===== src/rtl/mul_div_unit.sv =====
// Iterative MIPS multiply/divide unit: shift-add multiply, restoring divide,
// operands held as magnitudes with sign correction applied once at the end.
module mul_div_unit #(
  parameter int WIDTH = 32
) (
  input  logic             clock,
  input  logic             reset,
  input  logic             start,
  input  logic [1:0]       op,
  input  logic [WIDTH-1:0] a,
  input  logic [WIDTH-1:0] b,
  output logic             busy,
  output logic             done,
  output logic [WIDTH-1:0] hi,
  output logic [WIDTH-1:0] lo,
  output logic             div_by_zero
);

  localparam int CW = $clog2(WIDTH + 1);
  localparam logic [CW-1:0] LAST_ITER = CW'(WIDTH - 1);

  typedef enum logic [1:0] {IDLE, RUN, SIGN, FIX} state_t;

  function automatic logic [WIDTH-1:0] magnitude(input logic signed [WIDTH-1:0] v,
                                                 input logic is_signed);
    logic [WIDTH-1:0] m;
    m = v;
    if (is_signed && v[WIDTH-1]) m = ~m + WIDTH'(1);
    return m;
  endfunction

  function automatic logic [WIDTH-1:0] negate(input logic [WIDTH-1:0] v, input logic do_neg);
    return do_neg ? (~v + WIDTH'(1)) : v;
  endfunction

  function automatic logic [2*WIDTH-1:0] negate_wide(input logic [2*WIDTH-1:0] v,
                                                     input logic do_neg);
    return do_neg ? (~v + (2*WIDTH)'(1)) : v;
  endfunction

  state_t           state_q, state_d;
  logic [CW-1:0]    cnt_q, cnt_d;
  logic [WIDTH-1:0] p_hi_q, p_hi_d;
  logic [WIDTH-1:0] p_lo_q, p_lo_d;
  logic [WIDTH-1:0] mcand_q, mcand_d;
  logic             is_div_q, is_div_d;
  logic             is_signed_q, is_signed_d;
  logic             neg_lo_q, neg_lo_d;
  logic             neg_hi_q, neg_hi_d;
  logic             dz_q, dz_d;
  logic [WIDTH-1:0] hi_q, hi_d;
  logic [WIDTH-1:0] lo_q, lo_d;
  logic             busy_q, busy_d;
  logic             done_q, done_d;
  logic             div_by_zero_q, div_by_zero_d;

  logic [WIDTH:0]   sum;
  logic [WIDTH:0]   shifted;
  logic [WIDTH:0]   diff;

  always_comb begin
    state_d       = state_q;
    cnt_d         = cnt_q;
    p_hi_d        = p_hi_q;
    p_lo_d        = p_lo_q;
    mcand_d       = mcand_q;
    is_div_d      = is_div_q;
    is_signed_d   = is_signed_q;
    neg_lo_d      = neg_lo_q;
    neg_hi_d      = neg_hi_q;
    dz_d          = dz_q;
    hi_d          = hi_q;
    lo_d          = lo_q;
    busy_d        = busy_q;
    done_d        = 1'b0;
    div_by_zero_d = div_by_zero_q;
    sum           = '0;
    shifted       = '0;
    diff          = '0;

    case (state_q)
      IDLE: begin
        if (start) begin
          is_div_d    = op[1];
          is_signed_d = ~op[0];
          neg_hi_d    = ~op[0] & a[WIDTH-1];
          neg_lo_d    = ~op[0] & (a[WIDTH-1] ^ b[WIDTH-1]);
          busy_d      = 1'b1;
          cnt_d       = '0;
          if (op[1] && (b == '0)) begin
            // Divide by zero bypasses the iterations; hi keeps the raw dividend.
            dz_d    = 1'b1;
            p_hi_d  = a;
            p_lo_d  = '1;
            state_d = SIGN;
          end else begin
            dz_d    = 1'b0;
            p_hi_d  = '0;
            state_d = RUN;
            if (op[1]) begin
              p_lo_d  = magnitude(a, ~op[0]);
              mcand_d = magnitude(b, ~op[0]);
            end else begin
              p_lo_d  = magnitude(b, ~op[0]);
              mcand_d = magnitude(a, ~op[0]);
            end
          end
        end
      end

      RUN: begin
        if (is_div_q) begin
          // Remainder stays below the divisor, so WIDTH+1 bits hold the trial shift.
          shifted = {p_hi_q, p_lo_q[WIDTH-1]};
          diff    = shifted - {1'b0, mcand_q};
          if (!diff[WIDTH]) begin
            p_hi_d = diff[WIDTH-1:0];
            p_lo_d = {p_lo_q[WIDTH-2:0], 1'b1};
          end else begin
            p_hi_d = shifted[WIDTH-1:0];
            p_lo_d = {p_lo_q[WIDTH-2:0], 1'b0};
          end
        end else begin
          sum              = {1'b0, p_hi_q} + (p_lo_q[0] ? {1'b0, mcand_q} : '0);
          {p_hi_d, p_lo_d} = {sum, p_lo_q[WIDTH-1:1]};
        end
        cnt_d = cnt_q + CW'(1);
        if (cnt_q == LAST_ITER) state_d = SIGN;
      end

      SIGN: begin
        if (is_signed_q && !dz_q) begin
          if (is_div_q) begin
            p_lo_d = negate(p_lo_q, neg_lo_q);
            p_hi_d = negate(p_hi_q, neg_hi_q);
          end else begin
            {p_hi_d, p_lo_d} = negate_wide({p_hi_q, p_lo_q}, neg_lo_q);
          end
        end
        state_d = FIX;
      end

      FIX: begin
        hi_d          = p_hi_q;
        lo_d          = p_lo_q;
        done_d        = 1'b1;
        busy_d        = 1'b0;
        div_by_zero_d = dz_q;
        cnt_d         = '0;
        state_d       = IDLE;
      end

      default: state_d = IDLE;
    endcase
  end

  always_ff @(posedge clock or negedge reset) begin
    if (!reset) begin
      state_q       <= IDLE;
      cnt_q         <= '0;
      p_hi_q        <= '0;
      p_lo_q        <= '0;
      mcand_q       <= '0;
      is_div_q      <= 1'b0;
      is_signed_q   <= 1'b0;
      neg_lo_q      <= 1'b0;
      neg_hi_q      <= 1'b0;
      dz_q          <= 1'b0;
      hi_q          <= '0;
      lo_q          <= '0;
      busy_q        <= 1'b0;
      done_q        <= 1'b0;
      div_by_zero_q <= 1'b0;
    end else begin
      state_q       <= state_d;
      cnt_q         <= cnt_d;
      p_hi_q        <= p_hi_d;
      p_lo_q        <= p_lo_d;
      mcand_q       <= mcand_d;
      is_div_q      <= is_div_d;
      is_signed_q   <= is_signed_d;
      neg_lo_q      <= neg_lo_d;
      neg_hi_q      <= neg_hi_d;
      dz_q          <= dz_d;
      hi_q          <= hi_d;
      lo_q          <= lo_d;
      busy_q        <= busy_d;
      done_q        <= done_d;
      div_by_zero_q <= div_by_zero_d;
    end
  end

  assign busy        = busy_q;
  assign done        = done_q;
  assign hi          = hi_q;
  assign lo          = lo_q;
  assign div_by_zero = div_by_zero_q;

endmodule


===== config.mk =====
export PLATFORM = sky130hd
export DESIGN_NAME = mul_div_unit
export DESIGN_NICKNAME = d
export VERILOG_FILES = /design/src/rtl/mul_div_unit.sv
export SDC_FILE = /design/constraint.sdc
export NUM_CORES = 1
export LEC_CHECK = 0
export CORE_ASPECT_RATIO = 1.5
export CORE_MARGIN = 2
export CORE_UTILIZATION = 54
export DETAILED_ROUTE_END_ITERATION = 12
export GPL_TIMING_DRIVEN = 0
export HOLD_SLACK_MARGIN = 0.05
export PLACE_DENSITY = 0.75
export SLEW_MARGIN = 20
export SYNTH_ARGS = -nofsm -noshare
export SYNTH_HDL_FRONTEND = slang
export SYNTH_SLANG_ARGS = --single-unit

===== constraint.sdc =====
create_clock -name clock -period 3.1 [get_ports clock]
set_input_delay 0.775 -clock clock [delete_from_list [all_inputs] [get_ports clock]]
set_output_delay 0.775 -clock clock [all_outputs]
set_load 0.02 [all_outputs]

==> results.env <==
MULTI_INPUT_COMB_AREA_UM2=12000
VIOLATIONS='setup timing'
TIMING_WORST_SETUP_PATH_TYPE='flop to flop'
RELSLEWSLACK_PCT=20.8
SYNTH_AREA_PER_CELL_UM2=8.04
GRT_USAGE_PCT=44.6
SYNTH_SEQ_AREA_SHARE_PCT=28.1
SYNTH_SEQ_CELLS=176
WL_PER_CELL_UM=26.8
DRC_ERRORS=0
DRV.MAX_CAP_VIOLATION_COUNT=0
POWER_DENSITY_nW_PER_UM2=1340
DETAILED_PLACE.AREA_UM2=17600
GRT_PASS1_WL_UM=101000
CRITPATHARRIVALTIME_NS=3.92
IO-PIN-COUNT=136
CRITICAL-PATH-TOP-CELL-BY-COUNT='sky130_fd_sc_hd__buf_4'
ANTENNA_FOUND_INITIAL=1
SLEW_VIOL_FINAL=0
TRITONCTS.NUM_BUFFERS=17
FINALWORSTPATHREQUIREDPERIOD_NS=3.56
STATUS='complete, but fails checks'
CP.REQUIRED_NS=3.47
CLK-INSERTION-DELAY-LATE_NS=0.48
TRITONCTS='built'
CORE_UM2=28600
MOST_FREQUENT_STANDARD_CELL_IN_THE_LAYOUT_EXCLUDING_FILL_AND_TAP_CELLS='sky130_fd_sc_hd__nand2_1'
WORST_HOLD_PATH_TYPE='input port to async pin'
DIE_WIDTH_UM=143
CTS_HTREE_LEVELS=4
FILLERS=2200
POSTSYNTHNETCOUNT=2096
CTS_SINKS=176
AREA_GROWTH_SYN_TO_LAYOUT_PCT=32.2
CLK_PATH_BUF_DEPTH=2
INITIAL_CELL_DENSITY_OF_THE_CORE_PCT=54.8
LAYOUT_CELLS_SIZED_ABOVE_1_PCT=23.5
DP_WORST_SETUP_SLACK_NS=-1.98
CTS_HOLD_BUF=0
DRT_FIRST_PASS_ITERS=6
DIE_H_UM=213
STDCELL_AREA_UM2=20700
GRT_PASS1_VIAS=17200
NUM_VIAS=17800
SYNTH_WARNINGS=0
DRT_ITER0_DRC=1733
DETAIL_ROUTE.WIRELENGTH_UM=69900
LAYOUT.AREA.SEQ_UM2=4430
SYN-CELL-AREA_UM2=15700
PATH_MAX_FANOUT=3
TIMING.FINAL.SETUP_VIOLATIONS=43
CLKTRANSATPATHREGS_NS=0.08
GRT_SETUP_UNREPAIRED='true'
SYNTH_ENABLE_FLOP_CELLS=0
TIGHTEST_SLEW_NS=1.19
POST-ROUTE-PERIOD-UTIL_PCT=115
AVGVIACOUNTPERCELL=6.85
FINALHOLDVIOLATIONS=0
STDCELL_COUNT=2606
FMAXACHIEVABLE_MHz=281
COMMONEST_CELLS_AFTER_ROUTING_FILL_AND_TAPS_ASIDE='sky130_fd_sc_hd__nand2_1 (177), sky130_fd_sc_hd__nor2_1 (170), sky130_fd_sc_hd__a21oi_1 (167), sky130_fd_sc_hd__dfrtp_1 (158)'
LAYOUT_SETUP_WS_NS=-0.455
CTS_ROOT_BUF='sky130_fd_sc_hd__clkbuf_16'
CRITICAL_PATH.STARTPOINT_TYPE='flop'
TIMING.CRITICAL_PATH.TO_TYPE='flop'
YOSYS.CELL_TYPES.COUNT=84
DESIGN.DIE.AREA_UM2=30400
CRIT_CHAIN='buf_6, and2_4, ha_4, fa_2, a211oi_2, o211ai_1, a31oi_2, buf_4, o21ai_4, a41oi_4, buf_4, xnor2_1, a221oi_1, o31ai_1, a22o_1'
FINALCLOCKSKEW_NS=0.0169
SYN_INST=1951
PLACED_CELLS_INCL_TAPS=2477
GP_CONGESTION=1.05
PLACE_HPWL_UM=50300
SYNTH_FF_TYPE='sky130_fd_sc_hd__dfrtp_1'
POST_DRT_ANTENNA_NETS=0
POSTLAYOUTCOREUTIL_PCT=72.4
GRT_REMAINING_OVERFLOW=0
ASYNC_FLOP_SHARE_PCT=100
POWER.IR.VDD_WORST_mV=0.609
CRIT_SLOWEST_CELL='sky130_fd_sc_hd__dfrtp_2'
SLOWEST_STAGE_DELAY_CP_NS=0.52
NUM-NETS-FINAL=2347
GRT_MAX_DEGREE=94
NUM_ROWS=76
LEAKAGE_nW=8.70
COUNT_OF_BUFFERS_FROM_PORT_BUFFERING=135
[power by group]
| part | leakage (nW) | switching [W] | internal, W |
|---|---|---|---|
| clock network | 0.303 | 0.00117 | 0.00117 |
| logic | 6.21 | 0.0125 | 0.00826 |
| registers | 2.18 | 0.00122 | 0.00339 |
[layout make-up]
cell class                 count  area share [%]
clock buffer                  17            2.05
inverter                      75            1.38
clock inverter                15           0.942
sequential                   176            21.4
antenna                        1          0.0121
buffer                       105            2.69
multi-input combinational   1584            57.9
tap                          390            2.35
timing repair buffer         243            11.3
[what timing repair did]
item,4_1_cts,5_1_grt
gates resized for setup,236,193
setup buffers,74,30
cloned,1,2
pin swaps,68,75
endpoints found under the setup margin,100,100
[kinds of logic (layout without fill, tap and decap cells)]
kind of cell,count (synthesis),in the layout,share of synthesized area [%]
and+or+nand+nor,615,615,18.5
AOI/OAI and AO/OA,613,613,24.9
buffers and inverters,191,455,4.67
DFF,176,176,28.1
muxes,151,151,10.4
xor gates and xnor gates,129,129,7.21
adders and majority gates,76,76,6.16
other,0,1,0
[flip-flops by register name (all words and copies together) (netlist names)]
signal / flops
hi: 32
lo: 32
mcand_q: 32
p_hi_q: 32
p_lo_q: 32
cnt_q: 6
state_q: 2
busy: 1
div_by_zero: 1
done: 1
dz_q: 1
is_div_q: 1
is_signed_q: 1
neg_hi_q: 1
neg_lo_q: 1
[metrics by stage]
stage | TNS, ns | power, W | hold WS [ns]
detailed placement | -148.47 | 0.0207 | 0.477
finish | -8.82 | 0.0277 | 0.256
floorplan | -0.0808 | 0.0150 | 0.450
global route | -11.24 | 0.0289 | 0.320
CTS | -5.39 | 0.0247 | 0.302
global placement | -1236.62 | 0.0205 | 0.464
[path summary, 6_finish.rpt]
path,from,endpoint,slack (ns),depth (start not counted)
worst max-delay path,p_lo_q[0],p_hi_q[21],-0.46,15
worst min-delay path,reset,p_lo_q[6],0.26,1
worst max register to register,p_lo_q[0],p_hi_q[21],-0.46,15
worst min register to register,mcand_q[2],mcand_q[2],0.49,2
max in group asynchronous,reset,p_hi_q[26],1.90,2
min in group clock,mcand_q[2],mcand_q[2],0.49,2
[metal layers]
metal  part of all wire (%)  up-vias  global-route usage [%]
met3                    9.7      497                    10.5
met5                      0        -                       0
li1                       -     7650                       -
met4                     11        0                    39.4
met1                     34     8352                    48.4
met2                     46     1344                    72.3
[worst max-delay path, delay by kind of cell, from the launching register on]
family	cells	cell delay [ns]
xor gates and xnor gates	1	0.08
buffers and inverters	3	0.49
adders and majority gates	2	0.57
DFF	1	0.52
and+or+nand+nor	1	0.13
AOI/OAI and AO/OA	8	1.64
[synth_stat cells (all sizes together), types with 7 or more instances]
cell      n  area [µm²]
nor2b    11        68.8
and2      9        56.3
clkbuf  100         375
o221ai    9        78.8
xnor2    80         701
nand4    14        87.6
a221oi   12         105
or3      20         130
o21a     10        75.1
a31oi    28         175
xor2     49         429
or4      14         109
o211ai   19         143
o21bai    8        60.1
inv      75         282
ha       74         926
nand3    30         155
mux2i    50         500
a21oi   184         921
nand2b   25         156
o41ai     8        96.4
and3     13        81.3
nor4     22         150
dfrtp   176        4400
a21o     37         278
nor2    185         699
o31a      7        61.3
a211oi   23         173
nor3     54         275
o21ai   151         756
buf      16        75.1
mux2    101        1140
nand2   193         724
o31ai    38         285
a211o    11        96.3
No activity file was read; power rests on OpenSTA's default activity.
